### src/rtl/rtf65002_muldiv_seq.sv
// Sequential 32x32 multiplier / 32/32 unsigned divider: one shift-add or
// restoring step per cycle on a shared 64-bit accumulator, 34-cycle latency.
module rtf65002_muldiv_seq (
  input  logic        clk,
  input  logic        rst_n,
  input  logic        start,
  input  logic        abort,
  input  logic [1:0]  op,
  input  logic [31:0] a,
  input  logic [31:0] b,
  output logic        busy,
  output logic        done,
  output logic [63:0] prod,
  output logic [31:0] quo,
  output logic [31:0] rem,
  output logic        dbz
);

  typedef enum logic [2:0] {S_IDLE, S_MUL, S_DIV, S_FIX, S_DONE} state_t;

  state_t      r_state, w_next;
  logic [5:0]  r_cnt;
  logic [63:0] r_acc;
  logic [31:0] r_opnd;
  logic        r_is_div;
  logic        r_neg;

  logic        w_accept, w_dbz, w_busy_nxt, w_done_nxt, w_div_ge;
  logic [32:0] w_mul_sum, w_div_sh, w_div_dif;

  function automatic logic [31:0] f_mag(input logic signed [31:0] v);
    return v[31] ? (~v + 32'd1) : v;
  endfunction

  function automatic logic [63:0] f_neg64(input logic [63:0] v, input logic en);
    return en ? (~v + 64'd1) : v;
  endfunction

  assign w_accept = ((r_state == S_IDLE) || (r_state == S_DONE)) && start && !abort;
  assign w_dbz    = w_accept && op[1] && (b == 32'd0);

  // High half accumulates the product; for divide it holds the partial remainder
  // while the dividend shifts out of the low half and quotient bits shift in.
  assign w_mul_sum = {1'b0, r_acc[63:32]} + (r_acc[0] ? {1'b0, r_opnd} : 33'd0);
  assign w_div_sh  = {r_acc[63:32], r_acc[31]};
  assign w_div_dif = w_div_sh - {1'b0, r_opnd};
  assign w_div_ge  = ~w_div_dif[32];

  always_ff @(posedge clk or negedge rst_n) begin
    if (!rst_n) r_state <= S_IDLE;
    else        r_state <= w_next;
  end

  always_comb begin
    w_next = r_state;
    case (r_state)
      S_IDLE, S_DONE: begin
        if (w_accept) w_next = op[1] ? ((b == 32'd0) ? S_DONE : S_DIV) : S_MUL;
        else          w_next = S_IDLE;
      end
      S_MUL, S_DIV: begin
        if (abort)                w_next = S_IDLE;
        else if (r_cnt == 6'd31) w_next = S_FIX;
      end
      S_FIX:   w_next = abort ? S_IDLE : S_DONE;
      default: w_next = S_IDLE;
    endcase
  end

  always_comb begin
    w_busy_nxt = (w_next == S_MUL) || (w_next == S_DIV) || (w_next == S_FIX);
    w_done_nxt = (w_next == S_DONE);
  end

  always_ff @(posedge clk or negedge rst_n) begin
    if (!rst_n) begin
      busy  <= 1'b0;
      done  <= 1'b0;
      dbz   <= 1'b0;
      prod  <= 64'd0;
      quo   <= 32'd0;
      rem   <= 32'd0;
      r_cnt <= 6'd0;
    end else begin
      busy <= w_busy_nxt;
      done <= w_done_nxt;
      if (w_accept)
        r_cnt <= 6'd0;
      else if ((r_state == S_MUL) || (r_state == S_DIV))
        r_cnt <= r_cnt + 6'd1;
      if ((r_state == S_FIX) && !abort) begin
        dbz <= 1'b0;
        if (r_is_div) begin
          quo <= r_acc[31:0];
          rem <= r_acc[63:32];
        end else begin
          prod <= f_neg64(r_acc, r_neg);
        end
      end else if (w_dbz) begin
        dbz <= 1'b1;
        quo <= 32'hFFFF_FFFF;
        rem <= a;
      end
    end
  end

  // Datapath registers carry no reset; they are always loaded on accept.
  always_ff @(posedge clk) begin
    if (w_accept) begin
      r_is_div <= op[1];
      r_neg    <= (op == 2'b01) && (a[31] ^ b[31]);
      r_acc    <= {32'd0, (op == 2'b01) ? f_mag(b) : (op[1] ? a : b)};
      r_opnd   <= (op == 2'b01) ? f_mag(a) : (op[1] ? b : a);
    end else if (r_state == S_MUL) begin
      r_acc <= {w_mul_sum, r_acc[31:1]};
    end else if (r_state == S_DIV) begin
      r_acc <= w_div_ge ? {w_div_dif[31:0], r_acc[30:0], 1'b1}
                        : {w_div_sh[31:0],  r_acc[30:0], 1'b0};
    end
  end

endmodule

### config.mk
export PLATFORM = sky130hd
export DESIGN_NAME = rtf65002_muldiv_seq
export DESIGN_NICKNAME = d
export VERILOG_FILES = /design/src/rtl/rtf65002_muldiv_seq.sv
export SDC_FILE = /design/constraint.sdc
export NUM_CORES = 1
export LEC_CHECK = 0
export BUFFER_PORTS_ARGS = -buffer_cell sky130_fd_sc_hd__buf_4
export CAP_MARGIN = 10
export CORE_ASPECT_RATIO = 0.7
export CORE_MARGIN = 2
export CORE_UTILIZATION = 40
export CTS_BUF_LIST = sky130_fd_sc_hd__clkbuf_4 sky130_fd_sc_hd__clkbuf_8
export DETAILED_ROUTE_END_ITERATION = 12
export PLACE_DENSITY = 0.61
export SKIP_CTS_REPAIR_TIMING = 1
export SLEW_MARGIN = 20
export SYNTH_ARGS = -nofsm -noshare
export SYNTH_HDL_FRONTEND = slang
export SYNTH_SLANG_ARGS = --single-unit
export TNS_END_PERCENT = 10
### constraint.sdc
create_clock -name clk -period 5.82 [get_ports clk]
set_clock_uncertainty 0.15 [all_clocks]
set_input_delay 0.582 -clock clk [delete_from_list [all_inputs] [get_ports clk]]
set_output_delay 0.582 -clock clk [all_outputs]
set_load 0.01 [all_outputs]
After elaboration in Yosys (flattened, before gate mapping):

Index checks and enable logic that the tools add are counted.

* add/sub/neg operators: 6
* muxes and demuxes: 29
* bitwise operators: 5
* equal/unequal tests: 11
* reductions and logical operators: 21

Operator list (count)
* $mux W32: 14
* $mux W64: 4
* $add A32 B1 Y32 const B: 2
* $add A64 B1 Y64 const B: 1
* $not A32 Y32: 2
* $not A64 Y64: 1
* $add A32 B32 Y33: 1
* $sub A33 B32 Y33: 1
* $logic_not A32 Y1: 1
* $mux W3: 6
* $eq A3 B2 Y1 const B: 4
* $mux W6: 2
* $pmux W3 S3: 1
* $add A6 B1 Y6 const B: 1
* $eq A3 B1 Y1 const B: 2
* $eq A3 B3 Y1 const B: 2
* $eq A6 B5 Y1 const B: 1
* $logic_and A1 B1 Y1: 6
* $reduce_bool A2 Y1: 3
* $logic_or A1 B1 Y1: 4
* $reduce_and A2 Y1: 2
* $reduce_or A2 Y1: 2
* $logic_not A3 Y1: 1
* $reduce_bool A3 Y1: 1
* other kinds (6): 7

* register bits: 238
* word-level logic and storage cells: 85
* output and inout bits: 131
* input port bits: 70

Logic depth before layout (Yosys ltp):

Gate-level depths: netlist of run 1.

* depth after elaboration: 9
* gate-level depth with buffers: 15

Worst setup path after synthesis of run 1:

No wires, ideal clock.

* path kind: reg2reg
* start: reg r_acc[29]
* end: reg prod[63]
* arrival time: 3375 ps
* setup time: 130 ps
* setup slack: 2165 ps
* cell stages (with the launch flop): 11
* cells stage by stage: edfxtp_1 > or4_4 > or3_4 > or4_4 > or4_4 > or3_4 > nor4_4 > nand2_2 > o41ai_2 > xor2_1 > o21ai_1

* word-level cells in the longest chain between the ends: 3

RTL lines
* start: declaration: line 23 `logic [63:0] r_acc;`
* start signal: assignment: line 112 `r_acc <= {32'd0, (op == 2'b01) ? f_mag(b) : (op[1] ? a : b)};`
* start signal: assignment: line 115 `r_acc <= {w_mul_sum, r_acc[31:1]};`
* start signal: assignment: line 117 `r_acc <= w_div_ge ? {w_div_dif[31:0], r_acc[30:0], 1'b1}`
* $not A64 Y64: line 36 `return en ? (~v + 64'd1) : v;`
* $add A64 B1 Y64: line 36
* $mux W64: line 36
* end signal: assignment: line 97 `prod <= f_neg64(r_acc, r_neg);`
* end: declaration: line 13 `output logic [63:0] prod,`

Every way passes these cells.
A chain may end at the register's enable or synchronous reset.

Worst setup path in the final report of run 1:

* start: reg r_acc[0]
* end: reg r_acc[61]

* word-level cells in the longest chain between the ends: 3

RTL lines
* $mux W32: line 44 `assign w_mul_sum = {1'b0, r_acc[63:32]} + (r_acc[0] ? {1'b0, r_opnd} : 33'd0);`
* $add A32 B32 Y33: line 44
* $mux W64: line 114 `end else if (r_state == S_MUL) begin`

Every way passes these cells.

==> metrics, run 1 <==
Initial Util=40.3%; YS warnings=0; FF-to-FF path depth=14; core area=40700 um2; register bit total from synthesis=238; met3 Use GR=8.82%; initial antenna violation count=2; Die ar.=42700 um2; Reg2Reg Setup Slack=about 1300 ps; DR iter-0 viols=1810; Reg-to-Reg End=r_acc[61]; Die Wd=246 um; via-per-instance ratio=just under 6; maximum clock rate=221 MHz; TritonCTS clock tree=done; global-route usage over all layers=26.6%; clock latency on the worst-skew pair=570 ps; Worst setup EP type=flop; cell mode on critical path=nor2_1; Pwr per Cell Area=401 nW/um2; Die Ht=174 um; clock buffer depth=3; Post-synth top flop=dfrtp_1; htree depth=2; DRT Pass-1 Iters=6; number of max-cap violations=0; number of global-route vias before repair=roughly 15000; Tcrit/Tclk final=77.6%; first-pass GRT wire length=88000 um; site row count=62; unrepaired setup endpoints after global routing=no; grt total ovfl=0; routed via count=15700; sum of negative setup slack=0 ps; Setup-failing EPs final=0; largest net degree at the start of global routing=84; ys async rst share=58.8%; post-route antenna net violation count=0; count of input and output buffers=200; Worst path slowest cell=a32oi_1; clock root cell=clkbuf_8; Post-Syn Instances=1981; utilization after layout=between 40% and 50%; met1 GRT Util=40.8%; Syn Nets=2121; post-DR wirelength/cell=21.6 um; post-DP HPWL=around 44000 um; CP Launch Point=r_acc[0]; Critical Path AT=approximately 4900 ps; GPL Wtd Cong=0.942; Post-synth EDFFs=66; nets=2263; most used routing layer=met1; Leak=8.50 nW; critical path launch point type=flop; Hold Startpoint=abort; r2r startpoint=r_acc[0]; Worst-Margin Slew=1110 ps; synth-to-layout area growth=17.8%; Max Fanout on Critical Path=27; status=finished clean; Worst slew margin=about a quarter; grt met2 use=between 30 and 40%; Largest stage delay, worst path=580 ps; sequential share of the synthesized area=between 30% and 40%; Mapped Area=16400 um2; Setup crit end=r_acc[61]; sequential cell area=between 6000 and 7000 um2; synthesized area per cell=8.29 um2; hold crit path type=input port to flop; post-route minimum period=between 4000 and 5000 ps; Layout fillers=3932; CTS buffer count=41; IO Pins=201; DRC=0; CP Class=flop to flop; CP Cell Sequence=clkinv_1 -> buf_4 -> nor2_1 -> ha_1 -> and3_1 -> a221o_1 -> a311oi_1 -> o211ai_1 -> a32oi_1 -> o21ai_0 -> a31oi_1 -> xnor2_1 -> nor2_1 -> a211oi_1; Reg clk slew, reported paths=approximately 70 ps; final wirelength=58200 um; unique cell type count in the Yosys netlist=76; Critical Path RT=6150 ps; final count of hold timing violations=0; Sink Count=~240; Final Max Tran Viols=0; share of post-route cells with drive strength above 1=16.1%; Peak VDD IR=332 uV; Multi-input gate area=9620 um2
[cell usage after synthesis (38+ instances only)]
cell | number | share of area [%]
edfxtp_1 | 66 | 12
a21oi_1 | 164 | 5.0
xnor2_1 | 57 | 3.0
clkbuf_1 | 120 | 2.7
a21o_1 | 43 | 2.0
a211oi_1 | 43 | 2.0
ha_1 | 68 | 5.2
xor2_1 | 117 | 6.2
nor2_1 | 224 | 5.1
inv_1 | 53 | 1.2
nand2_1 | 241 | 5.5
dfrtp_1 | 140 | 21
a31oi_1 | 38 | 1.4
mux2i_1 | 43 | 2.6
o21ai_0 | 198 | 6.0
[logic make-up (layout without fill, tap and decap cells)]
kind of cell               Yosys count  after routing  synth area share (%)
and+or+nand+nor                    633            633                  17.3
AOI/OAI and AO/OA                  627            627                  23.4
DFF                                238            238                  37.3
buffers and inverters              194            368                  4.56
xor gates and xnor gates           174            174                  9.27
adders and majority gates           70             70                  5.42
muxes                               45             45                  2.76
other                                0              1                     0
[worst min path at each step]
stage | to | slack [ps] | cells after the start
after global routing | r_state[0] | 190 | 2
after CTS | prod[51] | -60 | 1
after global placement | prod[40] | 310 | 2
after detailed placement | prod[42] | 320 | 2
final | r_state[1] | 210 | 2
after floorplan | busy | 140 | 0
[placed cells by master, fill, tap and decap left out, types with 5 or more instances in the layout]
master    instances
a21o_1           43
o21bai_1          8
nand4_1          18
ha_1             68
nor3_1           16
or2_2             6
buf_4           235
a31oi_1          38
a211oi_1         43
xnor2_1          57
clkbuf_4         16
dfrtp_1         140
a22oi_1           7
a21oi_1         164
o31ai_1          33
or4_1            13
and3_1            7
and2_1            8
nor3b_1           6
inv_1            53
mux2i_1          43
dfxtp_1          32
nand2b_1         13
edfxtp_1         66
o41ai_1          16
o211ai_1         11
nor2_1          224
o21a_1            7
or3_1            19
clkbuf_8         53
o221ai_1          8
o21ai_0         198
nand2_1         240
xor2_1          117
nor4_1           12
o21ai_1           5
nand3_1          16
nor2b_1          10
[per-stage QoR]
| stage | power (mW) | instance area [um2] | instances | hold slack [ps] | setup WS, ps |
|---|---|---|---|---|---|
| 2_1_floorplan | 4.66 | 16400 | 1981 | 136 | 2160 |
| 3_3_place_gp | 5.91 | 18400 | 2623 | 313 | 1260 |
| 3_5_place_dp | 5.96 | 18400 | 2623 | 324 | 1050 |
| 4_1_cts | 7.68 | 19300 | 2698 | -60.6 | 1430 |
| 5_1_grt | 8.22 | 19400 | 2700 | 193 | 1050 |
| 6_report | 7.75 | 19400 | 2700 | 212 | 1300 |
[registers in the layout, indices dropped and copies added, names as in the netlist, 3 cells and up]
signal and cells:
r_cnt 6, prod 64, r_state 3, r_acc 64
rem 32, quo 32, r_opnd 32
[worst max-delay path: cells and delay by family, from the launching register on]
kind	cells	cell delay [ps]
AO/OA/AOI/OAI	7	2440
XOR/XNOR	1	150
adder cells (fa/ha/maj)	1	290
buffers and inverters	2	610
flip-flops	1	380
AND/OR/NAND/NOR	3	400
[metal layers]
metal,routed length (um),up-vias
met5,13,-
met4,1140,2
met3,6750,83
met2,23000,719
met1,27400,7538
li1,-,7381
[layout make-up]
cell class / count / share of cell area (%)
multi-input combinational: 1549 / 49.7
antenna: 1 / 0.0129
sequential: 238 / 31.7
inverter: 55 / 1.07
clock buffer: 69 / 4.39
clock inverter: 6 / 0.310
timing repair buffer: 238 / 9.33
tap: 544 / 3.52
[power by group]
part           internal (mW)  switching (mW)  leakage [nW]
logic                   1.44            2.10          5.26
clock network          0.964           0.746         0.481
registers               2.04           0.468          2.77
Power figures use the tool's default switching activity.
==> run 2: changes to the inputs <==
Clock period 5.82 ns to 4.22 ns, I/O delays scaled along.
==> run 2 against run 1 <==
  * Wire length up 2.5%
  * Power up 40%
  * Count of clock-buffer cells in the layout unchanged
  * Final area up 1.8%
  * Critical path depth unchanged
  * Cell count up 1.9%
  * Fmax up 12%
  * Combinational power up 50%
  * Clock power up 34%
  * Non-clock buffer count up 49
  * Critical path type unchanged
  * Largest power group unchanged
  * Highest routed layer unchanged
==> metrics, run 2 (synthesis gave the netlist of run 1 again) <==
critical path launch point type=flop (unchanged); FF-to-FF path depth=14 (unchanged); Max Fanout on Critical Path=4 (was 27); Hold Startpoint=b[4] (was abort); DR iter-0 viols=1741 (was 1810); Initial Util=40.3% (unchanged); Worst setup EP type=flop (unchanged); post-route antenna net violation count=0 (unchanged); final wirelength=59700 um (was 58200 um); hold crit path type=input port to flop (unchanged); count of input and output buffers=200 (unchanged); CP Class=flop to flop (unchanged); TritonCTS clock tree=done (unchanged); Final Max Tran Viols=0 (unchanged); hold endpoint=r_opnd[4] (was r_state[1]); largest net degree at the start of global routing=128 (was 84); Reg-to-Reg End=r_acc[61] (unchanged); DRT Pass-1 Iters=6 (unchanged); number of max-cap violations=0 (unchanged); share of post-route cells with drive strength above 1=17.9% (was 16.1%); leading cell type in the layout, fill and taps excluded=buf_4 (was nand2_1); core area=40700 um2 (unchanged); Reg clk slew, reported paths=60 ps (was 70 ps); clock buffer depth=3 (unchanged); routed via count=16000 (was 15700); DRC=0 (unchanged); htree depth=2 (unchanged); Top delay family on crit path=compound AO/OA/AOI/OAI gates (unchanged); nets=2313 (was 2263); global-route usage over all layers=27.3% (was 26.6%); Peak VDD IR=299 uV (was 332 uV); GPL Wtd Cong=0.954 (was 0.942); grt total ovfl=0 (unchanged); Largest stage delay, worst path=460 ps (was 580 ps); Setup-failing EPs final=0 (unchanged); sum of negative setup slack=0 ps (unchanged); Worst slew margin=36.6% (was 24.2%); Tcrit/Tclk final=95.7% (was 77.6%); synth-to-layout area growth=19.9% (was 17.8%); Die Wd=246 um (unchanged); IO Pins=201 (unchanged); placed cell area=18800 um2 (was 18400 um2); clock latency on the worst-skew pair=580 ps (was 570 ps); via-per-instance ratio=5.83 (was 5.82); CP Cell Sequence=and2_1 -> ha_1 -> fa_1 -> a21o_1 -> a221o_1 -> a311oi_1 -> o211ai_1 -> a32oi_1 -> buf_4 -> o21ai_0 -> a31oi_1 -> xnor2_1 -> nor2_1 -> a211oi_1 (was clkinv_1 -> buf_4 -> nor2_1 -> ha_1 -> and3_1 -> a221o_1 -> a311oi_1 -> o211ai_1 -> a32oi_1 -> o21ai_0 -> a31oi_1 -> xnor2_1 -> nor2_1 -> a211oi_1); status=finished clean (unchanged); worst path bufs/invs=1 (was 2); Tot Pwr=10.8 mW (was 7.75 mW); Worst path slowest cell=edfxtp_1 (was a32oi_1); final count of hold timing violations=0 (unchanged); Critical Path RT=4550 ps (was 6150 ps); Die ar.=42700 um2 (unchanged); CTS buffer count=42 (was 41); maximum clock rate=248 MHz (was 221 MHz); number of global-route vias before repair=14800 (was 14500); post-DR wirelength/cell=21.7 um (was 21.6 um); post-route cell area=19700 um2 (was 19400 um2); post-DP HPWL=45700 um (was 44200 um); Sink Count=238 (unchanged); hold depth=3 (was 2); unrepaired setup endpoints after global routing=no (unchanged); most frequent cells in the layout=buf_4, nand2_1, nor2_1 (was nand2_1, buf_4, nor2_1); site row count=62 (unchanged); initial antenna violation count=3 (was 2); Reg2Reg Setup Slack=180 ps (was 1300 ps); Worst-Margin Slew=952 ps (was 1110 ps); biggest regs=prod (64), r_acc (64) (unchanged); Leak=8.74 nW (was 8.50 nW); Die Ht=174 um (unchanged); r2r startpoint=r_acc[0] (unchanged); first-pass GRT wire length=90100 um (was 88000 um); post-route minimum period=4040 ps (was 4520 ps); Pwr per Cell Area=550 nW/um2 (was 401 nW/um2); clock root cell=clkbuf_8 (unchanged); Critical Path AT=4370 ps (was 4850 ps)
[run 2: cell types whose count changed in the layout (fill, tap and decap cells not counted), moves of 2 or more]
cell / delta
clkbuf_4: +3
clkbuf_8: -3
buf_12: +2
buf_4: +46
nor4_2: -2
clkinv_1: +2
nor4_1: +2
[run 2: per-stage QoR]
step / hold WS, ps / setup WS [ps] / util (%) / instances
floorplan: -23.6 / 565 / - / 1981
global placement: 312 / 317 / 46.1 / 2670
detailed placement: 321 / 310 / 46.1 / 2670
CTS: -252 / 282 / 48.3 / 2747
global route: 35.2 / 7.67 / 48.4 / 2750
finish: 37.0 / 181 / 48.4 / 2751
[run 2: power by group]
group / internal (mW) / switching (mW)
registers: 2.81 / 0.449
logic: 2.14 / 3.16
clock network: 1.24 / 1.04
[run 2: how the worst max path moves through the flow]
stage | startpoint | endpoint | slack (ps) | depth (start not counted)
6_report | r_acc[0] | r_acc[61] | 180 | 14
5_1_grt | r_acc[0] | r_acc[58] | 8 | 15
4_1_cts | r_acc[0] | r_acc[61] | 280 | 14
3_5_place_dp | r_acc[0] | r_acc[61] | 310 | 14
3_3_place_gp | r_acc[31] | r_acc[62] | 320 | 14
2_1_floorplan | r_acc[29] | prod[63] | 560 | 10
[run 2: per-layer routing]
metal  vias to the layer above  part of all wire, %  global-route usage [%]
met3                        60                   12                    8.75
met2                       750                   40                    36.8
met5                         -                0.017                       0
met4                         2                  1.5                    5.17
li1                       7491                    -                       -
met1                      7744                   47                    42.2
[run 2: area by class of cell]
cell class / instances / area (um2)
diodes: 1 / 2.50
fillers: 3929 / 21000
inverters: 55 / 210
flip-flops and latches: 238 / 6130
multi-input cells: 1549 / 9610
well taps: 544 / 681
repair buffers: 287 / 2200
clock inverters: 8 / 41.3
clock buffers: 69 / 831
[run 2: worst reg2reg max path, cell delays in order, from the launching register on]
cell and delay, ps:
edfxtp_1 460, and2_1 190, ha_1 210, fa_1 410, a21o_1 220, a221o_1 320, a311oi_1 430, o211ai_1 290
a32oi_1 320, buf_4 170, o21ai_0 160, a31oi_1 230, xnor2_1 140, nor2_1 50, a211oi_1 200
